`config.mk`:
```
export PLATFORM = sky130hd
export DESIGN_NAME = serial_paralelo
export DESIGN_NICKNAME = d
export VERILOG_FILES = /design/src/rtl/serial_paralelo.sv
export SDC_FILE = /design/constraint.sdc
export NUM_CORES = 1
export LEC_CHECK = 0
export CORE_MARGIN = 3
export CORE_UTILIZATION = 57
export CTS_BUF_LIST = sky130_fd_sc_hd__clkbuf_4
export DETAILED_ROUTE_END_ITERATION = 16
export GPL_TIMING_DRIVEN = 0
export PLACE_DENSITY = 0.83
export SYNTH_ARGS = -nofsm -noshare
export SYNTH_HDL_FRONTEND = slang
export SYNTH_SLANG_ARGS = --single-unit
```
`constraint.sdc`:
```
create_clock -name clk_32f -period 2.32 [get_ports clk_32f]
set_clock_uncertainty 0.1 [all_clocks]
set_input_delay 0.464 -clock clk_32f [delete_from_list [all_inputs] [get_ports clk_32f]]
set_output_delay 0.464 -clock clk_32f [all_outputs]
set_load 0.05 [all_outputs]
```
`src/rtl/serial_paralelo.sv`:
```
// Serial-to-parallel receiver: aligns to the COM symbol in an MSB-first bit stream and,
// once locked, emits every received byte with a one-cycle strobe.
module serial_paralelo #(
  parameter logic [7:0]  COM_SYMBOL = 8'hBC,
  parameter int unsigned COM_LOCK   = 4
) (
  input  logic       clk_32f,
  input  logic       reset,
  input  logic       data_in,
  output logic [7:0] data_out,
  output logic       valid_out,
  output logic       byte_strobe,
  output logic       active
);

  localparam logic [3:0] ComLock = 4'(COM_LOCK);

  typedef enum logic [1:0] {
    StHunt   = 2'b00,
    StVerify = 2'b01,
    StLocked = 2'b10
  } state_e;

  state_e     state_q, state_d;
  logic [7:0] sr_q, sr_d;
  logic [2:0] bit_cnt_q, bit_cnt_d;
  logic [3:0] com_cnt_q, com_cnt_d;
  logic [7:0] data_q, data_d;
  logic       valid_q, valid_d;
  logic       strobe_q, strobe_d;
  logic       active_q, active_d;

  logic       boundary;
  logic       is_com;
  logic [3:0] com_inc;

  // Matching on sr_d means the byte is judged on the same edge that samples its LSB.
  assign sr_d     = {sr_q[6:0], data_in};
  assign boundary = (bit_cnt_q == 3'd7);
  assign is_com   = (sr_d == COM_SYMBOL);
  assign com_inc  = (com_cnt_q == 4'hF) ? com_cnt_q : com_cnt_q + 4'd1;

  always_comb begin
    state_d   = state_q;
    bit_cnt_d = bit_cnt_q;
    com_cnt_d = com_cnt_q;
    data_d    = data_q;
    valid_d   = valid_q;
    strobe_d  = 1'b0;

    case (state_q)
      StHunt: begin
        if (is_com) begin
          bit_cnt_d = 3'd0;
          com_cnt_d = 4'd1;
          state_d   = (ComLock == 4'd1) ? StLocked : StVerify;
        end
      end

      StVerify: begin
        bit_cnt_d = bit_cnt_q + 3'd1;
        if (boundary) begin
          if (is_com) begin
            com_cnt_d = com_inc;
            if (com_inc == ComLock) begin
              state_d = StLocked;
            end
          end else begin
            com_cnt_d = 4'd0;
            state_d   = StHunt;
          end
        end
      end

      StLocked: begin
        bit_cnt_d = bit_cnt_q + 3'd1;
        if (boundary) begin
          data_d   = sr_d;
          valid_d  = ~is_com;
          strobe_d = 1'b1;
        end
      end

      default: begin
        state_d = StHunt;
      end
    endcase
  end

  assign active_d = (state_d == StLocked);

  always_ff @(posedge clk_32f or posedge reset) begin
    if (reset) begin
      state_q   <= StHunt;
      sr_q      <= 8'h00;
      bit_cnt_q <= 3'd0;
      com_cnt_q <= 4'd0;
      data_q    <= 8'h00;
      valid_q   <= 1'b0;
      strobe_q  <= 1'b0;
      active_q  <= 1'b0;
    end else begin
      state_q   <= state_d;
      sr_q      <= sr_d;
      bit_cnt_q <= bit_cnt_d;
      com_cnt_q <= com_cnt_d;
      data_q    <= data_d;
      valid_q   <= valid_d;
      strobe_q  <= strobe_d;
      active_q  <= active_d;
    end
  end

  assign data_out    = data_q;
  assign valid_out   = valid_q;
  assign byte_strobe = strobe_q;
  assign active      = active_q;

endmodule
```
Word-level counts from Yosys, hierarchy flattened
Index checks and enable logic that the tools add are counted.
- bits in registers: 27
- word-level logic and storage cells: 41
- $add $sub $neg: 2
- equal/unequal tests: 9
- multiplexer cells: 14
- bitwise logic cells: 1
- reductions and logical operators: 7
- operator list (cell ; count):
    2-to-1 mux 4 bit ; 4
    == test 8 bit (second input constant) ; 1
    2-to-1 mux 2 bit ; 4
    one-hot mux 4 bit (2 select lines) ; 1
    one-hot mux 2 bit (3 select lines) ; 1
    one-hot mux 3 bit (2 select lines) ; 1
    adder 4 x 1 -> 4 bit (second input constant) ; 1
    == test 2 bit (second input constant) ; 2
    == test 4 x 3 -> 1 bit (second input constant) ; 1
    == test 4 bit (second input constant) ; 1
    inequality test 2 bit (second input constant) ; 2
    AND reduction 2 bit ; 2
    nonzero test 2 bit ; 2
    adder 3 x 1 -> 3 bit (second input constant) ; 1
    == test 3 bit (second input constant) ; 1
    2-to-1 mux 3 bit ; 1
    AND reduction 3 bit ; 1
    == test 2 x 1 -> 1 bit (second input constant) ; 1
    logical NOT 2 bit ; 1
    2-to-1 mux 1 bit ; 2
    OR reduction 2 bit ; 1
    NOT 1 bit ; 1

Logic depth before layout (Yosys ltp)
- word-level depth: 8
- gate-level depth with buffers: 7
- gate-level depth less buffers: 6

Least setup slack after synthesis
No wires, ideal clock.
- path kind: flip-flop to flip-flop
- start: reg com_cnt_q[0]
- end: reg active_q (netlist: active)
- arrival: 1.525 ns
- required time: 2.097 ns
- path slack: 0.572 ns
- cell stages (with the launch flop): 6
- path buffers: 0
- clock period less this slack: 1.748 ns
- path through: dfrtp_1 -> ha_1 -> and4bb_1 -> a22oi_2 -> a31oi_1 -> o221a_1
- word-level cells in the longest chain between the ends: 8
- elaborated cells between the ends (all ways): 9
- those cells by class: add/sub (1); eq/ne (3); mux (5)
- RTL lines (item ; RTL line ; source):
    start: declaration ; 27 ; logic [3:0] com_cnt_q, com_cnt_d;
    start signal: assignment ; 106 ; com_cnt_q <= com_cnt_d;
    adder 4 x 1 -> 4 bit / == test 4 bit (equally long branches) ; 41 ; assign com_inc = (com_cnt_q == 4'hF) ? com_cnt_q : com_cnt_q + 4'd1;
    2-to-1 mux 4 bit * ; 41 ;
    == test 4 x 3 -> 1 bit * ; 65 ; if (com_inc == ComLock) begin
    2-to-1 mux 2 bit * ; 65 ;
    2-to-1 mux 2 bit * ; 63 ; if (is_com) begin
    2-to-1 mux 2 bit * ; 62 ; if (boundary) begin
    one-hot mux 2 bit (3 select lines) * ; 51 ; case (state_q)
    == test 2 bit * ; 90 ; assign active_d = (state_d == StLocked);
    via active_d ; 31 ; logic active_q, active_d;
    end signal: assignment ; 110 ; active_q <= active_d;
    end: declaration ; 31 ;
Mark *: on every way through the listed nets, which the timed path passes. The rest lies on a longest branch.
A chain may end at the register's enable or synchronous reset.

Worst setup path after layout
- start: reg data_q[1] (netlist: data_out[1])
- end: out data_out[1]
- RTL lines (item ; RTL line ; source):
    start: declaration ; 28 ; logic [7:0] data_q, data_d;
    start signal: assignment ; 107 ; data_q <= data_d;
    end: declaration ; 10 ; output logic [7:0] data_out,
No word-level cell between the ends.

==> results.md <==
* Hold_buf cts at 0
* Site Rows at 16
* Final #Nets at ~140
* # resized after CTS at 0
* Final non-filler cell total at roughly 160
* Yosys Warn Count at 0
* Vias in the first global route at 1,009
* Yosys cell types at 37
* Switch share at 0.255
* Setup TNS Final at 0 ps
* Crit path launch: data_out[1]$_DFFE_PP0P_
* Final Critical Period at 2100 ps
* Placed Area at ~0.0015 mm^2
* Core area at between 0.002 and 0.0025 mm^2
* Clk pwr share at 0.274
* Largest net degree at the start of global routing at 28
* Synth top cells by count: dfrtp_1, inv_1, mux2_1
* Via density at 6.04
* Clock Latency Late Sink at around 330 ps
* Global-route wire length before repair at around 4400 um
* Starting density of the core at 0.638
* Status: finished clean
* Layout cells sized above 1 at 0.0992
* Pwr/cell area at 507 mW/mm^2
* CTS tree: yes
* Post-synth ARST share at 1.00
* Detail Route Antenna Nets at 0
* Seq pwr share at 0.644
* Layout area overhead at 14.7%
* NetSw at around 200 uW
* EDFF count, synth at 0
* Post-Route WL at roughly 2400 um
* Setup Crit Path Kind: reg -> out
* Unrepaired setup endpoints after global routing: false
* Worst R2R Start: com_cnt_q[0]$_DFFE_PP0P_
* CP required at roughly 1800 ps
* Slowest stage cell, crit path: clkdlybuf4s50_1
* Most used flip-flop cell after synthesis: dfrtp_1
* Iter 0 DRT Violations at 32
* Seq/Total Area, Yosys at 0.513
* Internal Power at about 570 uW
* Setup ws final at approximately 220 ps
* Pre-Repair DR Iteration Count at 4
* Worst IR Drop VDD at 0.469 mV
* Postcts setup bufs at 0
* Initial antenna violation count at 0
* DR vias at roughly 950
* Worst path cell trace: clkdlybuf4s50_1
* DP Cell Count at around 150
* Yosys top cell area share at 0.513
* Place WS at approximately 83 ps
* H-tree depth at 1
* Worst-margin pin slew at 988 ps
* Critical Path AT at around 1500 ps
* HPWL Detailed at 1800 um
* WP buf/inv at 1
* Clock-pin slew on the worst setup and hold paths at roughly 150 ps
* Ports at 14
* Die ar. at 0.00292 mm^2
* CP delay by family, top: buffers and inverters
* IO buf count at 13
* GR Util All Layers at 0.206
* Comb pwr share at 0.082
* Max-slew violation count at 0
* Synthesized area at approximately 0.0013 mm^2
* Leading area contributor after synthesis: dfrtp_1
* Num CTS Buffers at 3
* Fmax at 0.477 GHz
* Most frequent cell after synthesis: dfrtp_1
* Crit-path max cell delay at around 800 ps
* Leak at approximately 0.00068 uW
* Slew headroom at 0.341
* RD Place Congestion at 0.890
* Syn nets at 125
* Die X-Extent at about 54 um
* Syn_area_per_cell at 11.5 um^2
* Gate Count Post-Synth at ~110
* Max-cap violations at 0
* Cell area after layout at about 0.0015 mm^2
* Root buffer cell: clkbuf_4
* Fin crit share at 0.903
* Worst hold path type: reg -> reg
* # setup viols final at 0
* DRC violations left at 0
* Total Power at between 700 and 800 uW
* Fillers at 149
* DR WL/cell at approximately 15 um
* Worst hold path startpoint: sr_q[5]$_DFF_PP0_
* Clock sinks at 27
* Flops & latches, synth at 27
* Startpoint types: flip-flop
* CTS Buffer Depth at 2
* Final hold viol count at 0
* Crit end category: output pin
* Largest fanout on the critical path at 2
* Total congestion overflow at 0
* Antenna cell count at 0
* Die Y-Extent at ~54 um
* Largest cells by area after synthesis: dfrtp_1, mux2_1, ha_1
## power by group through the flow
stage | Combinational [uW] | Clock, uW | Sequential, uW
after detailed placement | 63.8 | 0 | 502
after global placement | 62.8 | 0 | 501
after floorplan | 15.5 | 0 | 525
final | 62.7 | 210 | 493
after CTS | 63.9 | 216 | 493
after global routing | 67.5 | 235 | 496
## cell usage in the layout, fill, tap and decap left out, drive strengths merged, types with 2 or more instances in the layout
| cell | Yosys | routed |
|---|---|---|
| mux2 | 9 | 9 |
| and4bb | 2 | 2 |
| nand4b | 2 | 2 |
| inv | 11 | 11 |
| a31oi | 4 | 4 |
| o21ai | 5 | 5 |
| and3 | 2 | 2 |
| clkdlybuf4s50 | 0 | 13 |
| nor3 | 3 | 3 |
| clkbuf | 1 | 4 |
| a211oi | 2 | 2 |
| ha | 8 | 8 |
| nand3 | 2 | 2 |
| nor2 | 4 | 4 |
| a21oi | 8 | 8 |
| nand2 | 8 | 8 |
| mux2i | 2 | 2 |
| dfrtp | 27 | 27 |
## layer usage
| metal | vias to the layer above | track usage | routed length (um) |
|---|---|---|---|
| met5 | - | 0 | 0 |
| met4 | 0 | 0.0830 | 28 |
| met3 | 4 | 0.0332 | 139 |
| met2 | 47 | 0.353 | 1230 |
| met1 | 462 | 0.259 | 1020 |
| li1 | 441 | - | - |
## kinds of logic (layout without fill, tap and decap cells)
logic type | after synthesis | count (layout) | share of synthesized area
flops | 27 | 27 | 0.513
xor+xnor | 1 | 1 | 0.00666
mux | 11 | 11 | 0.0922
buf+inv | 13 | 30 | 0.0380
simple gates | 28 | 28 | 0.137
fa+ha+maj | 8 | 8 | 0.0760
compound gates | 26 | 26 | 0.137
## flip-flops by register name (all words and copies together) (netlist names)
register	count
bit_cnt_q	3
active	1
valid_out	1
data_out	8
com_cnt_q	4
sr_q	7
byte_strobe	1
state_q	2
## layout make-up
class,count,area (um^2),area share
buffer,2,8.76,0.00580
clock buffer,3,22.5,0.0149
clock inverter,1,7.51,0.00497
inverter,11,41.3,0.0273
multi-input combinational,74,591,0.391
sequential,27,676,0.447
tap,27,33.8,0.0224
timing repair buffer,13,130,0.0862
## through the flow
stage                     utilization  hold WS [ps]
final                           0.732           332
after global routing            0.732           343
after floorplan                     -           273
after CTS                       0.732           333
after detailed placement        0.718           297
after global placement          0.718           292
## final timing paths
check                                      endpoint  slack (ps)  cells after the start
max                                     data_out[1]         220                      1
min                               sr_q[6]$_DFF_PP0_         330                      0
min reg2reg                       sr_q[6]$_DFF_PP0_         330                      0
min in group asynchronous   data_out[0]$_DFFE_PP0P_         540                      2
max in group asynchronous  com_cnt_q[0]$_DFFE_PP0P_         990                      2
max reg2reg                        active$_DFF_PP0_         370                      5
No activity file was read; power rests on OpenSTA's default activity.
